<file path="src/rtl/cpu_pkg.sv">
// Shared definitions for the CPU bus controller.
// Holds the default parameter values, the fixed NMI window length and
// the access-type classification used by the wait-state logic.
package cpu_pkg;

   localparam int unsigned DEF_DIV_W      = 4;
   localparam int unsigned DEF_WS_W       = 2;
   localparam int unsigned DEF_INT_PERIOD = 69888;
   localparam int unsigned DEF_INT_LEN    = 32;

   // nmi_n stays asserted for this many CPU cycles
   localparam int unsigned NMI_CEPS = 16;

   typedef enum logic [1:0] {
      ACC_NONE,
      ACC_MEM,
      ACC_IO,
      ACC_ACK
   } acc_e;

endpackage

</file>
<file path="src/rtl/cpu_clkdiv.sv">
// CPU clock-enable generator.
// Phase counter runs 0..div and wraps; one cep pulse per CPU cycle at
// phase 0 and one cen pulse at phase (div+1)>>1. div is captured only at
// the wrap so a cycle in progress is never shortened; div==0 acts as 1.
// Ports:
//   clock  system clock
//   reset  synchronous, active-low
//   div    CPU cycle length minus one, in clocks
//   cep    positive-phase clock enable (one clock wide)
//   cen    negative-phase clock enable (one clock wide)
module cpu_clkdiv
   import cpu_pkg::*;
#(
   parameter int unsigned DIV_W = DEF_DIV_W
) (
   input  logic             clock,
   input  logic             reset,
   input  logic [DIV_W-1:0] div,
   output logic             cep,
   output logic             cen
);

   logic [DIV_W-1:0] pc_q, pc_d;
   logic [DIV_W-1:0] div_q, div_d;
   logic             cep_q, cep_d;
   logic             cen_q, cen_d;
   logic [DIV_W-1:0] div_eff;
   logic [DIV_W-1:0] half;
   logic             wrap;

   always_comb begin
      div_eff = (div == '0) ? DIV_W'(1) : div;
      // (div_q + 1) >> 1 without needing an extra bit
      half    = (div_q >> 1) + {{(DIV_W-1){1'b0}}, div_q[0]};
      wrap    = (pc_q == div_q);
      pc_d    = wrap ? '0 : pc_q + DIV_W'(1);
      div_d   = wrap ? div_eff : div_q;
      // enables are registered, so they trail pc by one clock; this puts
      // the first cep on the first clock after reset release
      cep_d   = (pc_q == '0);
      cen_d   = (pc_q == half);
   end

   always_ff @(posedge clock) begin
      if (!reset) begin
         pc_q  <= '0;
         div_q <= div_eff;
         cep_q <= 1'b0;
         cen_q <= 1'b0;
      end else begin
         pc_q  <= pc_d;
         div_q <= div_d;
         cep_q <= cep_d;
         cen_q <= cen_d;
      end
   end

   assign cep = cep_q;
   assign cen = cen_q;

endmodule

</file>
<file path="src/rtl/cpu_ctl.sv">
// CPU bus controller: clock enables, wait-state insertion, periodic
// maskable interrupt and NMI pulse shaping.
// Ports:
//   clock, reset      single clock, synchronous active-low reset
//   div               CPU cycle length minus one (clocks)
//   mreq/iorq/rfsh/m1 CPU bus strobes, active-low
//   ws_mem, ws_io     wait states per memory / I/O access
//   int_en            periodic interrupt enable
//   nmi_req           NMI request, active-high level
//   cep, cen          clock enables
//   wait_n            CPU wait, active-low
//   int_n, nmi_n      CPU interrupts, active-low
module cpu_ctl
   import cpu_pkg::*;
#(
   parameter int unsigned DIV_W      = DEF_DIV_W,
   parameter int unsigned WS_W       = DEF_WS_W,
   parameter int unsigned INT_PERIOD = DEF_INT_PERIOD,
   parameter int unsigned INT_LEN    = DEF_INT_LEN
) (
   input  logic             clock,
   input  logic             reset,
   input  logic [DIV_W-1:0] div,
   input  logic             mreq,
   input  logic             iorq,
   input  logic             rfsh,
   input  logic             m1,
   input  logic [WS_W-1:0]  ws_mem,
   input  logic [WS_W-1:0]  ws_io,
   input  logic             int_en,
   input  logic             nmi_req,
   output logic             cep,
   output logic             cen,
   output logic             wait_n,
   output logic             int_n,
   output logic             nmi_n
);

   localparam int unsigned IC_W  = (INT_PERIOD > 1) ? $clog2(INT_PERIOD) : 1;
   localparam int unsigned LEN_W = $clog2(INT_LEN + 1);
   localparam int unsigned NMI_W = $clog2(NMI_CEPS + 1);

   cpu_clkdiv #(.DIV_W(DIV_W)) u_clkdiv (
      .clock (clock),
      .reset (reset),
      .div   (div),
      .cep   (cep),
      .cen   (cen)
   );

   logic             mreq_prev_q, mreq_prev_d;
   logic             iorq_prev_q, iorq_prev_d;
   logic [WS_W-1:0]  wc_q, wc_d;
   logic [IC_W-1:0]  ic_q, ic_d;
   logic [LEN_W-1:0] len_q, len_d;
   logic             nmi_prev_q, nmi_prev_d;
   logic             nmi_pend_q, nmi_pend_d;
   logic [NMI_W-1:0] nmi_cnt_q, nmi_cnt_d;

   acc_e acc;
   logic ack;
   logic int_wrap;
   logic nmi_rise;
   logic nmi_busy;

   always_comb begin
      // access classification, sampled on cep; memory wins over I/O
      acc = ACC_NONE;
      if (cep) begin
         if (!mreq && rfsh && mreq_prev_q) begin
            acc = ACC_MEM;
         end else if (!iorq && iorq_prev_q) begin
            acc = m1 ? ACC_IO : ACC_ACK;
         end
      end
      mreq_prev_d = cep ? mreq : mreq_prev_q;
      iorq_prev_d = cep ? iorq : iorq_prev_q;

      wc_d = wc_q;
      if (acc == ACC_MEM) begin
         wc_d = ws_mem;
      end else if (acc == ACC_IO) begin
         wc_d = ws_io;
      end else if (cen && (wc_q != '0)) begin
         wc_d = wc_q - WS_W'(1);
      end

      // periodic interrupt; a wrap outranks a simultaneous acknowledge
      ack      = cep && !m1 && !iorq;
      int_wrap = cep && (ic_q == IC_W'(INT_PERIOD - 1));
      ic_d     = ic_q;
      if (cep) begin
         ic_d = int_wrap ? '0 : ic_q + IC_W'(1);
      end
      len_d = len_q;
      if (int_wrap && int_en) begin
         len_d = LEN_W'(INT_LEN);
      end else if (!int_en || ack) begin
         len_d = '0;
      end else if (cep && (len_q != '0)) begin
         len_d = len_q - LEN_W'(1);
      end

      // NMI: a rising edge arms a pending start; edges while pending or
      // active are dropped
      nmi_prev_d = nmi_req;
      nmi_rise   = nmi_req && !nmi_prev_q;
      nmi_busy   = nmi_pend_q || (nmi_cnt_q != '0);
      nmi_pend_d = nmi_pend_q;
      nmi_cnt_d  = nmi_cnt_q;
      if (cep && nmi_pend_q) begin
         nmi_pend_d = 1'b0;
         nmi_cnt_d  = NMI_W'(NMI_CEPS);
      end else if (cep && (nmi_cnt_q != '0)) begin
         nmi_cnt_d = nmi_cnt_q - NMI_W'(1);
      end
      if (nmi_rise && !nmi_busy) begin
         nmi_pend_d = 1'b1;
      end
   end

   always_ff @(posedge clock) begin
      if (!reset) begin
         mreq_prev_q <= 1'b1;
         iorq_prev_q <= 1'b1;
         wc_q        <= '0;
         ic_q        <= '0;
         len_q       <= '0;
         nmi_prev_q  <= 1'b1;
         nmi_pend_q  <= 1'b0;
         nmi_cnt_q   <= '0;
      end else begin
         mreq_prev_q <= mreq_prev_d;
         iorq_prev_q <= iorq_prev_d;
         wc_q        <= wc_d;
         ic_q        <= ic_d;
         len_q       <= len_d;
         nmi_prev_q  <= nmi_prev_d;
         nmi_pend_q  <= nmi_pend_d;
         nmi_cnt_q   <= nmi_cnt_d;
      end
   end

   assign wait_n = (wc_q == '0);
   assign int_n  = (len_q == '0);
   assign nmi_n  = (nmi_cnt_q == '0);

endmodule

</file>
<file path="config.mk">
export PLATFORM = sky130hd
export DESIGN_NAME = cpu_ctl
export DESIGN_NICKNAME = d
export VERILOG_FILES = /design/src/rtl/cpu_pkg.sv /design/src/rtl/cpu_clkdiv.sv /design/src/rtl/cpu_ctl.sv
export SDC_FILE = /design/constraint.sdc
export NUM_CORES = 1
export LEC_CHECK = 0
export CORE_MARGIN = 3
export CORE_UTILIZATION = 30
export CTS_BUF_LIST = sky130_fd_sc_hd__clkbuf_4
export DETAILED_ROUTE_END_ITERATION = 10
export GPL_TIMING_DRIVEN = 0
export PLACE_DENSITY_LB_ADDON = 0.15
export SETUP_SLACK_MARGIN = 0.15
export SLEW_MARGIN = 20
export SYNTH_ARGS = -nofsm -noshare
export SYNTH_HDL_FRONTEND = slang
export SYNTH_SLANG_ARGS = --single-unit
</file>
<file path="constraint.sdc">
create_clock -name clock -period 1.55 [get_ports clock]
set_clock_uncertainty 0.05 [all_clocks]
set_input_delay 0.31 -clock clock [delete_from_list [all_inputs] [get_ports clock]]
set_output_delay 0.31 -clock clock [all_outputs]
set_load 0.1 [all_outputs]
</file>
==> summary.txt, run 1 <==
status: complete, but fails checks
failing checks: negative setup slack
antenna-violating nets left: 0
placed inst area: 2635 sq um
I/O Buffers: 19
clk root buf: clkbuf_4
clock network power share: 0.168
I/O Pins: 21
max-slew headroom at the worst pin: 0.6300
Clock Sinks: 44
critical path type: reg -> out
Post-synth EDFFs: 4
count leader, synth: dfxtp_1
RSZ-0062 raised after global routing: yes
yosys warns: 0
sequential element share of the synthesized area: 0.4109
initial antenna violation count: 0
H-tree depth: 2
total track usage: 0.1202
Clk Latency, worst-skew pair: 0.35 ns
first-pass GRT wire length: 8328 microns
chip width: 92.43 microns
final wirelength: 4950 microns
Pleak: 1.219 nW
power density cells: 963.6 nW/um^2
Hold Path Class: in -> reg
CORE AREA: 7019 sq um
Area Overhead vs Synth: 47.18%
Ant. Diodes: 0
CTS tree: yes
# rows: 30
startpoint types: register
CP required: 1.19 ns
Clock transition at path regs: 0.13 ns
post-synthesis area per instance: 8.754 sq um
Post-synth top flop: dfxtp_1
routability cong.: 0.7059
Crit. End Element: output port
asr flop ratio synth: 0
Flop pwr share: 0.413
Via Count: 1927
initial drt markers: 47
most frequent cells after synthesis: dfxtp_1, nor2_1, nand2_1, inv_1, xnor2_1
worst slew pin tran: 0.5550 ns
switching pwr: 1.172 mW
period utilisation layout: 1.129
post-DR wirelength/cell: 12.04 microns
Int Power: 2.006 mW
router iterations before antenna repair: 4
Nets: 341
largest cells by area after synthesis: dfxtp_1, ha_1, xnor2_1
area share of the largest cell type after synthesis: 0.3573
Synth area leader: dfxtp_1
post-synthesis instance total: 256
total gr overflow: 0
number of synthesized register bits: 44
final non-filler cell area: 3298 sq um
Post-Synthesis Cell Area: 2241 sq um
post-route setup slack: -0.2005 ns
Hold WS: 0.2496 ns
Combinational Power Share: 0.419
Post-CTS Hold Fix Bufs: 0
Max Buffers Root-to-Sink: 2
max_cap viols: 0
max-slew violations: 0
Synth cell types: 45
Period minus WS final: 1.751 ns
Final Setup Violations: 15
initial core utilization: 0.3193
switch share: 0.3687
Final Hold Vio Count: 0
Fmax achieved: 571.3 MHz
fraction of layout cells with a size suffix above 1: 0.4063
Die H: 92.43 microns
Final HPWL DP: 3113 microns
Num CTS Buffers: 5
Via density: 4.689
die area: 8542 sq um
largest net degree at the start of global routing: 14
Syn Nets: 283
Worst VDD drop: 1.367 mV
Arr. time, crit path: 1.39 ns
DRC: 0
crit-path max FO: 2
vias in the first global route: 1825
-- state kept, by name, indices dropped and copies added (netlist names) --
register,flops
ic_q,17
len_q,6
nmi_cnt_q,5
u_clkdiv.div_q,4
u_clkdiv.pc_q,4
wc_q,2
iorq_prev_q,1
mreq_prev_q,1
nmi_pend_q,1
nmi_prev_q,1
u_clkdiv.cen,1
u_clkdiv.cep,1
-- power by group through the flow --
stage	combinational (mW)	sequential [mW]	clock (mW)
after floorplan	0.698	1.37	0
after global placement	0.927	1.34	0
after detailed placement	0.923	1.34	0
after CTS	1.20	1.31	0.573
after global routing	1.43	1.33	0.618
final	1.33	1.31	0.533
-- placed cells by master, fill, tap and decap left out, drive strengths merged, types with 4 or more instances in the layout --
master	Yosys	routed
dfxtp	40	40
xor2	12	12
nor3	8	8
or3	6	6
nand2	22	22
a21oi	6	6
o21ai	11	11
clkdlybuf4s50	0	12
nor2	32	32
xnor2	15	15
clkbuf	8	12
and3	4	4
ha	11	11
buf	4	42
inv	16	16
nand3	9	9
nand4	8	8
edfxtp	4	4
-- kinds of logic after synthesis --
kind of cell / Yosys count / synth area share
and+or+nand+nor: 109 / 0.2524
DFF: 44 / 0.4109
AOI/OAI and AO/OA: 34 / 0.09995
buffers and inverters: 28 / 0.05639
xor gates and xnor gates: 27 / 0.1055
adders and majority gates: 11 / 0.06142
muxes: 3 / 0.01340
-- layer usage --
metal | track usage | up-vias | part of all wire
li1 | - | 988 | -
met1 | 0.1484 | 907 | 0.47
met2 | 0.2024 | 24 | 0.49
met3 | 0.02843 | 8 | 0.033
met4 | 0.04455 | 0 | 0.015
met5 | 0 | - | 0
-- per-stage QoR --
step	util	setup WS [ns]	setup TNS, ns	power [mW]	std cells
2_1_floorplan	-	-0.6487	-5.299	2.066	256
3_3_place_gp	0.3754	-0.8492	-9.015	2.265	371
3_5_place_dp	0.3754	-0.8397	-8.944	2.261	371
4_1_cts	0.4437	-0.2140	-0.3925	3.089	406
5_1_grt	0.4699	-0.2663	-2.602	3.377	411
6_report	0.4699	-0.2005	-0.5290	3.178	411
-- final cells by class --
cell class                      count  area [sq um]
Clock buffer                        5         37.54
Fill cell                         686          3721
Multi-Input combinational cell    184          1520
Tap cell                           96         120.1
Clock inverter                      3         13.76
Buffer                             12         102.6
Inverter                           16         62.56
Sequential cell                    44         955.9
Timing Repair Buffer               51         485.5
-- timing repair --
action                     CTS  global route
cloned                       1             0
setup buffers               26             5
pin swaps                   26            29
gates resized for setup     98            45
setup endpoints to repair   39            43
-- worst paths after layout --
check / start / to / slack, ns / cells past startpoint
max: nmi_cnt_q[1]$_SDFFE_PP0P_ / nmi_n / -0.20 / 4
min reg2reg: wc_q[1]$_SDFFE_PN0P_ / wc_q[1]$_SDFFE_PN0P_ / 0.42 / 2
min: mreq / mreq_prev_q$_SDFFE_PN1P_ / 0.25 / 3
max reg2reg: u_clkdiv.cep$_SDFF_PN0_ / wc_q[1]$_SDFFE_PN0P_ / -0.07 / 8
-- critical path, cell delays in order, from the launching register on --
cell,delay [ns]
dfxtp_2,0.34
inv_2,0.06
ha_4,0.12
nor4b_4,0.24
buf_6,0.27
Note: power is estimated with default switching activity, not from simulation.
==> run 2, diff against run 1 <==
- GPL_TIMING_DRIVEN: 0 -> not set
==> run 2 against run 1 <==
Against the previous run:
- the run still ends with negative setup slack left
- flip-flop and latch count did not move
- total power up 4.7%
- worst setup slack gained 0.00099 ns
- clock power rose by 6.8%
- first-iteration DRC count up 51%
- via count up 2.4%
- cell count grew 3.9%
- critical path type unchanged
- largest cell class unchanged
- highest routed layer unchanged
==> summary.txt, run 2 (same netlist as run 1, synthesis figures left out) <==
power density cells: 935.0 nW/um^2 (was 963.6 nW/um^2)
RSZ-0062 raised after global routing: yes (unchanged)
Period minus WS final: 1.750 ns (was 1.751 ns)
hold path cells: 3 (unchanged)
highest routed layer: met4 (unchanged)
crit path buf inv count: 3 (was 2)
Die H: 92.43 microns (unchanged)
failing checks: negative setup slack (unchanged)
Hold WS: 0.2898 ns (was 0.2496 ns)
M1 WL: 2400 microns (was 2307 microns)
die area: 8542 sq um (unchanged)
CTS tree: yes (unchanged)
total track usage: 0.1290 (was 0.1202)
post-DR wirelength/cell: 12.34 microns (was 12.04 microns)
DRC: 0 (unchanged)
Final HPWL DP: 3469 microns (was 3113 microns)
I/O Buffers: 20 (was 19)
CP delay by family, top: buffers and inverters (was flip-flops)
Worst VDD drop: 1.938 mV (was 1.367 mV)
Clk Latency, worst-skew pair: 0.35 ns (about the same)
# rows: 30 (unchanged)
total gr overflow: 0 (unchanged)
post-route setup slack: -0.1995 ns (was -0.2005 ns)
routability cong.: 0.7124 (was 0.7059)
met2 wire length: 2617 microns (was 2402 microns)
Pwr Total: 3.328 mW (was 3.178 mW)
Via Count: 1973 (was 1927)
fraction of layout cells with a size suffix above 1: 0.4683 (was 0.4063)
Fmax achieved: 571.6 MHz (was 571.3 MHz)
vias in the first global route: 1970 (was 1825)
Clock transition at path regs: 0.12 ns (was 0.13 ns)
Max Buffers Root-to-Sink: 2 (unchanged)
Nets: 357 (was 341)
crit-path max FO: 2 (unchanged)
initial core utilization: 0.3193 (unchanged)
critical path type: reg -> out (unchanged)
largest net degree at the start of global routing: 15 (was 14)
Area Overhead vs Synth: 58.85% (was 47.18%)
Arr. time, crit path: 1.39 ns (about the same)
Num CTS Buffers: 5 (unchanged)
I/O Pins: 21 (unchanged)
initial antenna violation count: 0 (unchanged)
CP max-delay cell: dfxtp_2 (unchanged)
max-slew headroom at the worst pin: 0.7654 (was 0.6300)
Pleak: 1.397 nW (was 1.219 nW)
clk root buf: clkbuf_4 (unchanged)
antenna-violating nets left: 0 (unchanged)
final wirelength: 5270 microns (was 4950 microns)
period utilisation layout: 1.129 (about the same)
commonest non-fill, non-tap cell in the layout: buf_4 (unchanged)
Hold Path Class: in -> reg (unchanged)
worst slew pin tran: 0.3515 ns (was 0.5550 ns)
CORE AREA: 7019 sq um (unchanged)
status: complete, but fails checks (unchanged)
initial drt markers: 71 (was 47)
CP required: 1.19 ns (about the same)
biggest regs: ic_q x17, len_q x6, nmi_cnt_q x5 (unchanged)
H-tree depth: 2 (unchanged)
Final Hold Vio Count: 0 (unchanged)
Via density: 4.621 (was 4.689)
register with the most flip-flops: ic_q (unchanged)
setup_tns: -0.3283 ns (was -0.5290 ns)
CP Cell Sequence: inv_2 -> ha_4 -> nor4b_4 -> buf_4 -> buf_12 (was inv_2 -> ha_4 -> nor4b_4 -> buf_6)
chip width: 92.43 microns (unchanged)
max-slew violations: 0 (unchanged)
Critical Path Max Stage Delay: 0.34 ns (about the same)
pre-CTS setup slack: -0.6103 ns (was -0.8397 ns)
most frequent cells in the layout: buf_4, dfxtp_1, nand2_1 (was buf_4, nor2_1, dfxtp_1)
Clock Sinks: 44 (unchanged)
fillers: 651 (was 686)
max_cap viols: 0 (unchanged)
max reg flops: 17 (unchanged)
Final Setup Violations: 3 (was 15)
Ant. Diodes: 0 (unchanged)
router iterations before antenna repair: 4 (unchanged)
Reg2Reg Depth: 7 (was 8)
startpoint types: register (unchanged)
Levels on crit path: 5 (was 4)
met3 wire len: 191 microns (was 164 microns)
Crit. End Element: output port (unchanged)
first-pass GRT wire length: 8949 microns (was 8328 microns)
==> run 2: what timing repair did <==
item,in CTS,in global routing
hold buffers,0,0
pin swaps,38,21
setup buffers,19,7
gates resized for setup,54,53
setup endpoints to repair,35,42
hold endpoints to repair,0,0
==> run 2: per-stage QoR <==
| step | utilization | std cells | cell area (sq um) |
|---|---|---|---|
| 6_report | 0.5071 | 427 | 3560 |
| 3_3_place_gp | 0.4091 | 393 | 2872 |
| 4_1_cts | 0.4651 | 420 | 3264 |
| 5_1_grt | 0.5071 | 427 | 3560 |
| 3_5_place_dp | 0.4091 | 393 | 2872 |
| 2_1_floorplan | - | 256 | 2325 |
==> run 2: path summary, 6_finish.rpt <==
path,startpoint,to,slack (ns)
worst min-delay path,mreq,mreq_prev_q$_SDFFE_PN1P_,0.29
worst min register to register,wc_q[1]$_SDFFE_PN0P_,wc_q[1]$_SDFFE_PN0P_,0.42
worst max register to register,mreq_prev_q$_SDFFE_PN1P_,wc_q[0]$_SDFFE_PN0P_,0
worst max-delay path,nmi_cnt_q[1]$_SDFFE_PP0P_,nmi_n,-0.20
==> run 2: layout make-up <==
class / count / area, sq um / area share
Timing Repair Buffer: 79 / 752.0 / 0.2112
Clock buffer: 7 / 52.55 / 0.01476
Clock inverter: 1 / 3.754 / 0.001054
Multi-Input combinational cell: 184 / 1624 / 0.4562
Sequential cell: 44 / 947.2 / 0.2661
Inverter: 16 / 60.06 / 0.01687
Tap cell: 96 / 120.1 / 0.03374
==> run 2: power breakdown <==
| part | total, mW | internal [mW] | switching, mW |
|---|---|---|---|
| clock | 0.569 | 0.210 | 0.359 |
| combinational | 1.45 | 0.687 | 0.763 |
| sequential | 1.31 | 1.24 | 0.0726 |
==> run 2: layer usage <==
metal  global-route usage  vias to the layer above
met5                    0                        -
met1               0.1588                      921
li1                     -                     1022
met2               0.2187                       25
met4              0.04455                        0
met3              0.03168                        5
==> run 2: tightest hold or removal path, cell delays in order <==
cell and delay [ns]:
dlygate4sd2_1 0.21, mux2i_1 0.08, nand2_1 0.06
